[src/rtl/dmem_arbiter.sv]
// Two-master arbiter for a single-ported data memory: round-robin or fixed-priority grant.
// Latency: req sampled in IDLE -> memory access next cycle -> ack and read data the cycle after.
module dmem_arbiter #(
  parameter int AW         = 9,
  parameter int DW         = 16,
  parameter bit FIXED_PRIO = 1'b0
) (
  input  logic          clk,
  input  logic          reset_n,
  input  logic          m0_req,
  input  logic          m0_we,
  input  logic [AW-1:0] m0_addr,
  input  logic [DW-1:0] m0_wdata,
  output logic          m0_ack,
  output logic [DW-1:0] m0_rdata,
  input  logic          m1_req,
  input  logic          m1_we,
  input  logic [AW-1:0] m1_addr,
  input  logic [DW-1:0] m1_wdata,
  output logic          m1_ack,
  output logic [DW-1:0] m1_rdata,
  output logic [AW-1:0] mem_read_address,
  output logic [AW-1:0] mem_write_address,
  output logic [DW-1:0] mem_write_data,
  output logic          mem_write_en,
  output logic          mem_read_en,
  input  logic [DW-1:0] mem_read_data
);

  typedef enum logic [1:0] {
    S_IDLE   = 2'd0,
    S_GRANT0 = 2'd1,
    S_GRANT1 = 2'd2
  } state_t;

  state_t        r_state;
  state_t        w_next;
  logic          r_last_grant;
  logic          r_cmd_we;
  logic [AW-1:0] r_cmd_addr;
  logic [DW-1:0] r_cmd_wdata;
  logic          r_m0_ack;
  logic          r_m1_ack;
  logic [DW-1:0] r_m0_rdata;
  logic [DW-1:0] r_m1_rdata;
  logic          w_elig0;
  logic          w_elig1;
  logic          w_grant;

  // A request still high in the cycle of its own ack is stale and must not re-grant.
  assign w_elig0 = m0_req & ~r_m0_ack;
  assign w_elig1 = m1_req & ~r_m1_ack;

  always_ff @(posedge clk) begin
    if (!reset_n) begin
      r_state <= S_IDLE;
    end else begin
      r_state <= w_next;
    end
  end

  always_comb begin
    w_next = r_state;
    case (r_state)
      S_IDLE: begin
        if (w_elig0 && w_elig1) begin
          w_next = (FIXED_PRIO || r_last_grant) ? S_GRANT0 : S_GRANT1;
        end else if (w_elig0) begin
          w_next = S_GRANT0;
        end else if (w_elig1) begin
          w_next = S_GRANT1;
        end
      end
      default: w_next = S_IDLE;
    endcase
  end

  // Enables are gated by reset_n so a reset landing in a grant cycle suppresses the access.
  always_comb begin
    w_grant      = (r_state == S_GRANT0) || (r_state == S_GRANT1);
    mem_write_en = reset_n & w_grant & r_cmd_we;
    mem_read_en  = reset_n & w_grant & ~r_cmd_we;
  end

  assign mem_read_address  = r_cmd_addr;
  assign mem_write_address = r_cmd_addr;
  assign mem_write_data    = r_cmd_wdata;

  always_ff @(posedge clk) begin
    if (!reset_n) begin
      r_last_grant <= 1'b1;
      r_cmd_we     <= 1'b0;
      r_cmd_addr   <= '0;
      r_cmd_wdata  <= '0;
      r_m0_ack     <= 1'b0;
      r_m1_ack     <= 1'b0;
      r_m0_rdata   <= '0;
      r_m1_rdata   <= '0;
    end else begin
      r_m0_ack <= 1'b0;
      r_m1_ack <= 1'b0;
      if ((r_state == S_IDLE) && (w_next != S_IDLE)) begin
        r_last_grant <= (w_next == S_GRANT1);
        r_cmd_we     <= (w_next == S_GRANT1) ? m1_we    : m0_we;
        r_cmd_addr   <= (w_next == S_GRANT1) ? m1_addr  : m0_addr;
        r_cmd_wdata  <= (w_next == S_GRANT1) ? m1_wdata : m0_wdata;
      end
      if (r_state == S_GRANT0) begin
        r_m0_ack <= 1'b1;
        if (!r_cmd_we) r_m0_rdata <= mem_read_data;
      end
      if (r_state == S_GRANT1) begin
        r_m1_ack <= 1'b1;
        if (!r_cmd_we) r_m1_rdata <= mem_read_data;
      end
    end
  end

  assign m0_ack   = r_m0_ack;
  assign m1_ack   = r_m1_ack;
  assign m0_rdata = r_m0_rdata;
  assign m1_rdata = r_m1_rdata;

endmodule

[config.mk]
export PLATFORM = sky130hd
export DESIGN_NAME = dmem_arbiter
export DESIGN_NICKNAME = d
export VERILOG_FILES = /design/src/rtl/dmem_arbiter.sv
export SDC_FILE = /design/constraint.sdc
export NUM_CORES = 1
export LEC_CHECK = 0
export CORE_UTILIZATION = 27
export DETAILED_ROUTE_END_ITERATION = 6
export DONT_BUFFER_PORTS = 1
export PLACE_DENSITY = 0.38
export SLEW_MARGIN = 10
export SYNTH_ARGS = -nofsm -noshare
export SYNTH_HDL_FRONTEND = slang
export SYNTH_SLANG_ARGS = --single-unit
[constraint.sdc]
create_clock -name clk -period 2.3 [get_ports clk]
set_clock_uncertainty 0.1 [all_clocks]
set_input_delay 0.575 -clock clk [delete_from_list [all_inputs] [get_ports clk]]
set_output_delay 0.575 -clock clk [all_outputs]
set_load 0.02 [all_outputs]
Word level (Yosys, flattened, before mapping)
Cells that the tools add are included.
- mux-type cells: 10
- bitwise operators: 8
- equal/unequal tests: 3
- reductions and logical operators: 7
- operators by type and width (operator ; number):
    $mux W16 ; 1
    $mux W2 ; 5
    $mux W9 ; 1
    $and A1 B1 Y1 ; 5
    $eq A2 B2 Y1 const B ; 2
    $reduce_and A2 Y1 ; 2
    $mux W1 ; 3
    $not A1 Y1 ; 3
    $eq A2 B1 Y1 const B ; 1
    $logic_and A1 B1 Y1 ; 2
    $logic_not A2 Y1 ; 1
    $reduce_bool A2 Y1 ; 1
    $logic_or A1 B1 Y1 ; 1
- register bits after elaboration: 63
- input port bits: 72
- logic and storage cells: 37

Logic depth before layout (Yosys ltp)
Gate-level depths: netlist (run 1).
- word-level depth: 8
- mapped depth: 8
- gate-level depth less buffers: 6

Worst setup path after synthesis (run 1)
OpenSTA, ideal clock, no wires.
- path type: input to output
- start point: input reset_n
- end point: output mem_read_en
- path slack: 0.232 ns
- required time: 1.625 ns
- stages on the path: 4
- buffers on the path: 2
- arrival time: 1.393 ns
- path through: clkbuf_1 > clkbuf_1 > nand2_1 > nor2_1
- longest elaborated chain between the ends: 2
- ends and longest elaborated chain (element ; line ; source):
    start: declaration ; 9 ; input logic reset_n,
    $and A1 B1 Y1 (2 in a row) ; 82 ; mem_read_en = reset_n & w_grant & ~r_cmd_we;
    end: declaration ; 26 ; output logic mem_read_en,
Every way passes these cells.

Worst setup path in the final report (run 1)
- start point: register r_state[0]
- end point: output mem_write_en
- longest elaborated chain between the ends: 4
- elaborated cells between the ends (all ways): 5
- ends and longest elaborated chain (element ; line ; source):
    start: declaration ; 36 ; state_t r_state;
    start signal: assignment ; 58 ; r_state <= w_next;
    $eq A2 B1 Y1 or $eq A2 B2 Y1 (tied branches) ; 80 ; w_grant = (r_state == S_GRANT0) || (r_state == S_GRANT1);
    $logic_or A1 B1 Y1 (*) ; 80 ;
    $and A1 B1 Y1 (*) (2 in a row) ; 81 ; mem_write_en = reset_n & w_grant & r_cmd_we;
    end: declaration ; 25 ; output logic mem_write_en,
Mark *: on every way between the ends. The rest lies on a longest branch, timed or not.

==> results.md, run 1 <==
- Outcome: complete, no violations
- # DRC: 0
- Gr usage total: 0.130
- Fin crit share: 0.907
- Initial Util: 0.284
- Net Sw Power: 947 uW
- Worst-margin pin slew: 0.534 ns
- CTS root buffer: clkbuf_8
- Port bufs: 0
- Maxcap violations: 0
- # rows: 35
- WL final: 6610 um
- Worst Path Buf+Inv: 1
- Power Total: 2.99 mW
- Critical path startpoint category: flip-flop
- Clock Latency Late Sink: 0.34 ns
- Global-route wire length before repair: 10200 um
- DR WL/cell: 14.8 um
- Area delta synth->final: 8.85%
- Pleak: 1.08 nW
- Crit path kind: reg2out
- Vias: 2105
- Final Util: 0.309
- Synth top area share: 0.472
- Dpl cell area: 2680 um2
- Register area share after synthesis: 0.472
- Sequential Power Share: 0.502
- Cell Pwr Density: 1030 nW/um2
- YS warnings: 0
- Synth unique cells: 26
- Fin nets: 387
- Post-synth top flop: dfxtp_1
- First-pass detailed-route iteration total: 3
- Synth top cells by count: 118 x nand2_1, 63 x dfxtp_1, 32 x a21boi_1, 27 x a31oi_1, 25 x o21ai_1
- Synthesized area: 2670 um2
- Worst min path class: in2reg
- RSZ-0062 raised after global routing: no
- Count leader, synth: nand2_1
- Synth Net Count: 403
- Clock Path Buffers: 2
- Max_slew headroom: 0.643
- Int Pwr: 2.04 mW
- Post-CTS setup buffers: 0
- Dpl hpwl: 4450 um
- Sw frac: 0.317
- Fillcell total: 1029
- H-tree Lvls: 3
- DR iter-0 viols: 33
- Clock Power Share: 0.364
- Overflow after GRT: 0
- CTS tree: built
- Share of cells above drive strength 1: 0.0883
- Final Hold Viols: 0
- Vias per cell: 4.72
- Largest net degree at the start of global routing: 65
- Width of the die: 101 um
- Top Ports: 142
- Comb power frac: 0.135
- Vias in the first global route: 2042
- Die height: 101 um
- Synth area leader: dfxtp_1
- Crit end category: output pin
- Arr. time, crit path: 1.41 ns
- Die area: 10300 um2
- Max Slew Vio Count: 0
- CP cell instances: inv_1 > ha_1 > and3_1
- Final setup TNS: 0 ns
- VDD IR-drop max: 0.365 mV
- Routability Congestion: 0.683
- Critical path's slowest cell: dfxtp_2
- Post-route ant nets: 0
- Finished layout cell area: 2910 um2
- Clock transition at path regs: 0.07 ns
- Critical path's largest stage delay: 0.42 ns
- Diodes inserted: 0
- Top cells by area, synth: dfxtp_1 47%, nand2_1 17%, a21boi_1 9.0%, a31oi_1 6.3%, o21ai_1 4.7%
- Maximum fanout along the worst path: 6
- CP top delay family: flip-flops
- Avg Inst Size Synth: 8.15 um2
- Mapped Cells: 328
- CTS buffer count: 9
- Area of the core: 9420 um2
- Initial antenna violation count: 0
- Number of synthesized flops with an enable pin: 0
- Fmax: 479 MHz
- WP data required: 1.62 ns
- Fraction of registers with async set/reset: 0
- Setup Viol. Count Final: 0
- Clock sink count: 63
- Seq cells post-synth: 63
- Final worst path period need: 2.09 ns
==> registers in the layout (all words and copies together) (netlist names) <==
name and count:
m0_ack 1, m0_rdata 16, mem_write_data 16, m1_ack 1, mem_read_address 9, r_cmd_we 1, m1_rdata 16, r_last_grant 1
r_state 2
==> cells in the final DEF (no fill, tap or decap) <==
cell type and instances:
nor3_1 1, nand2_2 1, and3b_2 1, bufinv_16 2, and3_1 1, clkinv_2 1
nand3b_1 1, o21ai_1 25, dfxtp_2 1, nand2b_1 2, buf_4 7, nor2_2 1
ha_1 3, o21ba_1 1, a31oi_1 27, inv_1 3, dfxtp_1 62, nor2b_1 4
o21ai_0 2, clkbuf_1 2, o41a_2 1, and2_1 2, clkbuf_8 11, nor2_1 2
o32ai_4 1, a21boi_1 32, nand2_1 118, nor2b_4 1, o32a_1 1
==> layer usage <==
metal,track usage,part of all wire,vias up
li1,-,-,1054
met1,0.149,0.44,946
met2,0.203,0.44,96
met3,0.0580,0.11,9
met4,0.0680,0.015,0
met5,0,0,-
==> power by group through the flow <==
| stage | Combinational (mW) | Sequential [mW] | Clock, mW |
|---|---|---|---|
| 4_1_cts | 0.414 | 1.50 | 1.14 |
| 2_1_floorplan | 0.448 | 1.45 | 0 |
| 3_5_place_dp | 0.414 | 1.52 | 0 |
| 3_3_place_gp | 0.408 | 1.53 | 0 |
| 6_report | 0.402 | 1.50 | 1.09 |
| 5_1_grt | 0.469 | 1.52 | 1.18 |
==> area by class of cell <==
| class | instances | area (um2) | area share |
|---|---|---|---|
| clock inverter | 3 | 65.1 | 0.0224 |
| tap | 129 | 161 | 0.0555 |
| timing repair buffer | 7 | 52.6 | 0.0181 |
| inverter | 3 | 11.3 | 0.00387 |
| sequential | 63 | 1260 | 0.434 |
| clock buffer | 13 | 159 | 0.0546 |
| multi-input combinational | 228 | 1200 | 0.412 |
==> worst paths after layout <==
| path | start | end | slack, ns | cells after the start |
|---|---|---|---|---|
| setup / recovery | r_state[0] | mem_write_en | 0.21 | 3 |
| hold reg to reg | r_last_grant | r_last_grant | 0.37 | 2 |
| hold / removal | reset_n | r_last_grant | 0.26 | 1 |
| setup reg to reg | r_state[0] | mem_read_address[5] | 0.43 | 7 |
==> kinds of logic (layout without fill, tap and decap cells) <==
family,Yosys count,after routing,share of synthesized area
AOI/OAI and AO/OA,90,90,0.226
adders and majority gates,3,3,0.0140
DFF,63,63,0.472
buffers and inverters,37,26,0.0815
and+or+nand+nor,135,135,0.207
==> timing repair <==
item                                   CTS  global route
endpoints found under the hold margin    0             0
hold buffers                             0             0
setup endpoints to repair                1             1
resized for setup                        1             1
==> per-stage QoR <==
step / hold WS (ns) / cells / setup slack, ns
after global placement: 0.355 / 430 / 0.322
after detailed placement: 0.358 / 430 / 0.340
after global routing: 0.231 / 446 / 0.122
final: 0.261 / 446 / 0.213
after floorplan: 0.336 / 328 / 0.232
after CTS: 0.228 / 446 / 0.0687
Power figures use the tool's default switching activity.
==> run 2: changes to the inputs <==
Settings changed: CTS_BUF_LIST set to sky130_fd_sc_hd__clkbuf_8 sky130_fd_sc_hd__clkbuf_16.
Clock period 2.3 ns to 2.6 ns, I/O delays scaled along.
==> run 2 against run 1 <==
  * Cell area decreased by 2.3%
  * Setup slack gained 0.071 ns
  * Sequential power is 12% lower
  * Critical path depth rose by 1
  * Non-clock buffer count decreased by 3
  * Combinational power is 13% lower
  * Power shrank 18%
  * Utilization fell by 0.70 points
  * Clock power down 28%
  * Worst hold slack better by 0.079 ns
==> results.md, run 2 (synthesis gave the netlist of run 1 again) <==
- Setup crit start: r_state[0] (unchanged)
- Outcome: complete, no violations (unchanged)
- Worst min path class: in2reg (unchanged)
- Sequential Power Share: 0.537 (was 0.502)
- Critical path startpoint category: flip-flop (unchanged)
- Width of the die: 101 um (unchanged)
- Post-CTS setup buffers: 0 (unchanged)
- Max_slew headroom: 0.411 (was 0.643)
- Hold Crit Start: mem_read_data[6] (was reset_n)
- Die area: 10300 um2 (unchanged)
- Dpl hpwl: 4270 um (was 4450 um)
- Maxcap violations: 0 (unchanged)
- Vias per cell: 4.78 (was 4.72)
- Maximum fanout along the worst path: 6 (unchanged)
- Sw frac: 0.350 (was 0.317)
- Worst-margin pin slew: 0.883 ns (was 0.534 ns)
- Port bufs: 0 (unchanged)
- Int Pwr: 1.60 mW (was 2.04 mW)
- Arr. time, crit path: 1.57 ns (was 1.41 ns)
- Fin crit share: 0.891
- Fmax: 432 MHz
- DR WL/cell: 14.9 um (was 14.8 um)
- Top Ports: 142 (unchanged)
- # DRC: 0 (unchanged)
- CTS buffer count: 9 (unchanged)
- Clock Power Share: 0.321 (was 0.364)
- Post-route ant nets: 0 (unchanged)
- Largest net degree at the start of global routing: 65 (unchanged)
- Fin nets: 384 (was 387)
- Clock Path Buffers: 2 (unchanged)
- Setup Viol. Count Final: 0 (unchanged)
- Share of cells above drive strength 1: 0.0796 (was 0.0883)
- Net Sw Power: 861 uW (was 947 uW)
- # rows: 35 (unchanged)
- Overflow after GRT: 0 (unchanged)
- Cell Pwr Density: 866 nW/um2 (was 1030 nW/um2)
- Vias in the first global route: 2008 (was 2042)
- Max Slew Vio Count: 0 (unchanged)
- Most frequent cells in the layout: 118 x nand2_1, 63 x dfxtp_1, 32 x a21boi_1, 27 x a31oi_1, 25 x o21ai_1 (was 118 x nand2_1, 62 x dfxtp_1, 32 x a21boi_1, 27 x a31oi_1, 25 x o21ai_1)
- Dpl cell area: 2660 um2 (was 2680 um2)
- Area delta synth->final: 6.37% (was 8.85%)
- Clock transition at path regs: 0.07 ns (about the same)
- Hold buffers post-CTS: 0 (unchanged)
- WL final: 6590 um (was 6610 um)
- Initial antenna violation count: 0 (unchanged)
- Routability Congestion: 0.660 (was 0.683)
- Clock Latency Late Sink: 0.33 ns (was 0.34 ns)
- Diodes inserted: 0 (unchanged)
- Initial Util: 0.284 (unchanged)
- RSZ-0062 raised after global routing: no (unchanged)
- Die height: 101 um (unchanged)
- WP data required: 1.85 ns (was 1.62 ns)
- Crit end category: output pin (unchanged)
- Commonest non-fill, non-tap cell in the layout: nand2_1 (unchanged)
- Pleak: 1.04 nW (was 1.08 nW)
- Final setup TNS: 0 ns (unchanged)
- Setup WS pre-CTS: 0.373 ns (was 0.340 ns)
- Area of the core: 9420 um2 (unchanged)
- First-pass detailed-route iteration total: 4 (was 3)
- Post-cts sizing count: 0 (was 1)
- R2r setup slk: 0.55 ns (was 0.43 ns)
- CTS root buffer: clkbuf_8 (unchanged)
- Gr usage total: 0.128 (was 0.130)
- Vias: 2119 (was 2105)
- Origin of the critical flop-to-flop path: r_state[0] (unchanged)
- H-tree Lvls: 3 (unchanged)
- Global-route wire length before repair: 9920 um (was 10200 um)
- CTS tree: built (unchanged)
- Final Util: 0.302 (was 0.309)
- Finished layout cell area: 2840 um2 (was 2910 um2)
- Final worst path period need: 2.32 ns
- Clock sink count: 63 (unchanged)
- Comb power frac: 0.142 (was 0.135)
- Fin worst setup slack: 0.284 ns (was 0.213 ns)
- DR iter-0 viols: 34 (was 33)
- VDD IR-drop max: 0.321 mV (was 0.365 mV)
- Final Hold Viols: 0 (unchanged)
- Crit path kind: reg2out (unchanged)
run 2: power groups by stage:
stage	combinational (mW)	clock, mW	sequential, mW
after floorplan	0.396	0	1.29
after global placement	0.352	0	1.35
after detailed placement	0.359	0	1.35
after CTS	0.358	0.828	1.33
after global routing	0.402	0.877	1.34
final	0.348	0.790	1.32
run 2: through the flow:
stage | std cells | power (mW) | hold slack, ns
after floorplan | 328 | 1.68 | 0.336
after global placement | 427 | 1.70 | 0.353
after detailed placement | 427 | 1.71 | 0.360
after CTS | 443 | 2.51 | 0.316
after global routing | 443 | 2.62 | 0.310
final | 443 | 2.46 | 0.340
run 2: worst max-delay path: stages, from the launching register on:
cell and delay, ns:
dfxtp_1 0.48, inv_1 0.11, ha_1 0.30, nand2_1 0.05
nor2_1 0.30
run 2: worst paths after layout:
path              depth (start not counted)                end
setup / recovery                          4        mem_read_en
hold / removal                            2        m0_rdata[6]
setup reg to reg                          5  mem_write_data[1]
hold reg to reg                           2       r_last_grant
run 2: final cells by class:
type	instances	area (um2)
multi-input combinational	228	1190
clock buffer	11	151
sequential	63	1260
tap	129	161
inverter	3	11.3
fill	1030	6570
clock inverter	5	32.5
timing repair buffer	4	30.0
run 2: per-layer routing:
metal	GRT usage	share of wire
met1	0.150	0.42
met4	0.0502	0.014
met3	0.0614	0.11
met5	0	0
met2	0.201	0.46
==> run 3: changes to the inputs <==
Settings changed: CORE_UTILIZATION 27 to 67, PLACE_DENSITY 0.38 to 0.81.
==> run 3 against run 2 <==
  * Wire length is 14% lower
  * Sequential share of layout area grew 0.88 points
  * Setup slack got worse by 0.022 ns
  * Worst hold slack lost 0.0049 ns
  * Cell count down 19%
  * Largest cell class unchanged
  * Highest routed layer unchanged
==> results.md, run 3 (synthesis gave the netlist of run 1 again) <==
- Setup Viol. Count Final: 0 (unchanged)
- Final Hold Viols: 0 (unchanged)
- Routability Congestion: 0.870 (was 0.660)
- Vias: 2082 (was 2119)
- CP cell instances: inv_1 > ha_1 > nand2_1 > nor2_1 (unchanged)
- Clock transition at path regs: 0.08 ns (was 0.07 ns)
- RSZ-0062 raised after global routing: no (unchanged)
- Pleak: 1.06 nW (was 1.04 nW)
- Share of cells above drive strength 1: 0.0737 (was 0.0796)
- Hold Slack: 0.335 ns (was 0.340 ns)
- H-tree Lvls: 3 (unchanged)
- Overflow after GRT: 0 (unchanged)
- Maximum fanout along the worst path: 6 (unchanged)
- CTS buffer count: 9 (unchanged)
- CTS root buffer: clkbuf_8 (unchanged)
- Post-CTS setup buffers: 0 (unchanged)
- Final worst path period need: 2.34 ns (was 2.32 ns)
- DR iter-0 viols: 152 (was 34)
- Post-cts sizing count: 0 (unchanged)
- Clock Latency Late Sink: 0.33 ns (about the same)
- Maxcap violations: 0 (unchanged)
- Cell Pwr Density: 965 nW/um2 (was 866 nW/um2)
- Arr. time, crit path: 1.59 ns (was 1.57 ns)
- Area of the core: 3740 um2 (was 9420 um2)
- Die height: 65.2 um (was 101 um)
- Initial antenna violation count: 0 (unchanged)
- WP data required: 1.85 ns (about the same)
- Max Slew Vio Count: 0 (unchanged)
- Hold buffers post-CTS: 0 (unchanged)
- Port bufs: 0 (unchanged)
- WL final: 5640 um (was 6590 um)
- DR WL/cell: 15.7 um (was 14.9 um)
- CTS tree: built (unchanged)
- Fin nets: 382 (was 384)
- Comb power frac: 0.125 (was 0.142)
- Sw frac: 0.308 (was 0.350)
- Initial Util: 0.714 (was 0.284)
- Post-route ant nets: 0 (unchanged)
- First-pass detailed-route iteration total: 4 (unchanged)
- Critical path startpoint category: flip-flop (unchanged)
- Critical path's slowest cell: dfxtp_1 (unchanged)
- Net Sw Power: 828 uW (was 861 uW)
- Diodes inserted: 0 (unchanged)
- Top Ports: 142 (unchanged)
- Fmax: 428 MHz (was 432 MHz)
- Clock Path Buffers: 2 (unchanged)
- Largest net degree at the start of global routing: 65 (unchanged)
- Worst-margin pin slew: 1.12 ns (was 0.883 ns)
- Clock sink count: 63 (unchanged)
- Width of the die: 65.2 um (was 101 um)
- Fin crit share: 0.899 (was 0.891)
- Int Pwr: 1.86 mW (was 1.60 mW)
- Vias per cell: 5.78 (was 4.78)
- VDD IR-drop max: 0.729 mV (was 0.321 mV)
- # DRC: 0 (unchanged)
- Outcome: complete, no violations (unchanged)
- Global-route wire length before repair: 8600 um (was 9920 um)
- # rows: 22 (was 35)
- Die area: 4250 um2 (was 10300 um2)
- Final Util: 0.745 (was 0.302)
- Most frequent cells in the layout: 118 x nand2_1, 63 x dfxtp_1, 32 x a21boi_1, 27 x a31oi_1, 25 x o21ai_1 (unchanged)
- Max_slew headroom: 0.254 (was 0.411)
- Sequential Power Share: 0.493 (was 0.537)
- Worst min path class: in2reg (unchanged)
- Vias in the first global route: 1923 (was 2008)
- Crit end category: output pin (unchanged)
- Final setup TNS: 0 ns (unchanged)
- Area delta synth->final: 4.31% (was 6.37%)
- Commonest non-fill, non-tap cell in the layout: nand2_1 (unchanged)
- Critical path's largest stage delay: 0.48 ns (about the same)
- Clock Power Share: 0.383 (was 0.321)
- Crit path kind: reg2out (unchanged)
- Dpl hpwl: 3640 um (was 4270 um)
- Gr usage total: 0.269 (was 0.128)
## run 3: path summary, 6_finish.rpt
path | start | end | slack [ns] | cells after the start
min | mem_read_data[14] | m1_rdata[14] | 0.34 | 2
min reg2reg | r_last_grant | r_last_grant | 0.37 | 2
max reg2reg | r_state[0] | mem_write_data[4] | 0.44 | 6
max | r_state[0] | mem_read_en | 0.26 | 4
## run 3: final cells by class
type | count | area (um2)
Fill cell | 299 | 956
Inverter | 3 | 11.3
Clock inverter | 6 | 108
Sequential cell | 63 | 1260
Timing Repair Buffer | 2 | 15.0
Tap cell | 48 | 60.1
Multi-Input combinational cell | 228 | 1190
Clock buffer | 10 | 138
## run 3: power groups by stage
stage          clock [mW]  combinational (mW)  sequential [mW]
2_1_floorplan           0               0.396             1.29
3_3_place_gp            0               0.322             1.35
3_5_place_dp            0               0.337             1.35
4_1_cts              1.05               0.338             1.33
5_1_grt              1.09               0.379             1.34
6_report             1.03               0.335             1.33
## run 3: per-layer routing
| metal | vias to the layer above | wire (um) | global-route usage |
|---|---|---|---|
| li1 | 1040 | - | - |
| met1 | 921 | 2210 | 0.293 |
| met2 | 112 | 2740 | 0.457 |
| met3 | 9 | 575 | 0.0938 |
| met4 | 0 | 114 | 0.144 |
| met5 | - | 0 | 0 |
## run 3: critical path, delay by kind of cell, from the launching register on
kind / cells / cell delay (ns)
buffers and inverters: 1 / 0.11
adder cells (fa/ha/maj): 1 / 0.31
flip-flops: 1 / 0.48
AND/OR/NAND/NOR: 2 / 0.35
## run 3: metrics by stage
step	setup WS, ns	power, mW	instance area [um2]	instances
floorplan	0.382	1.68	2670	328
global placement	0.468	1.67	2540	344
detailed placement	0.422	1.68	2540	344
CTS	0.239	2.71	2790	360
global route	0.187	2.81	2790	360
finish	0.262	2.69	2790	360
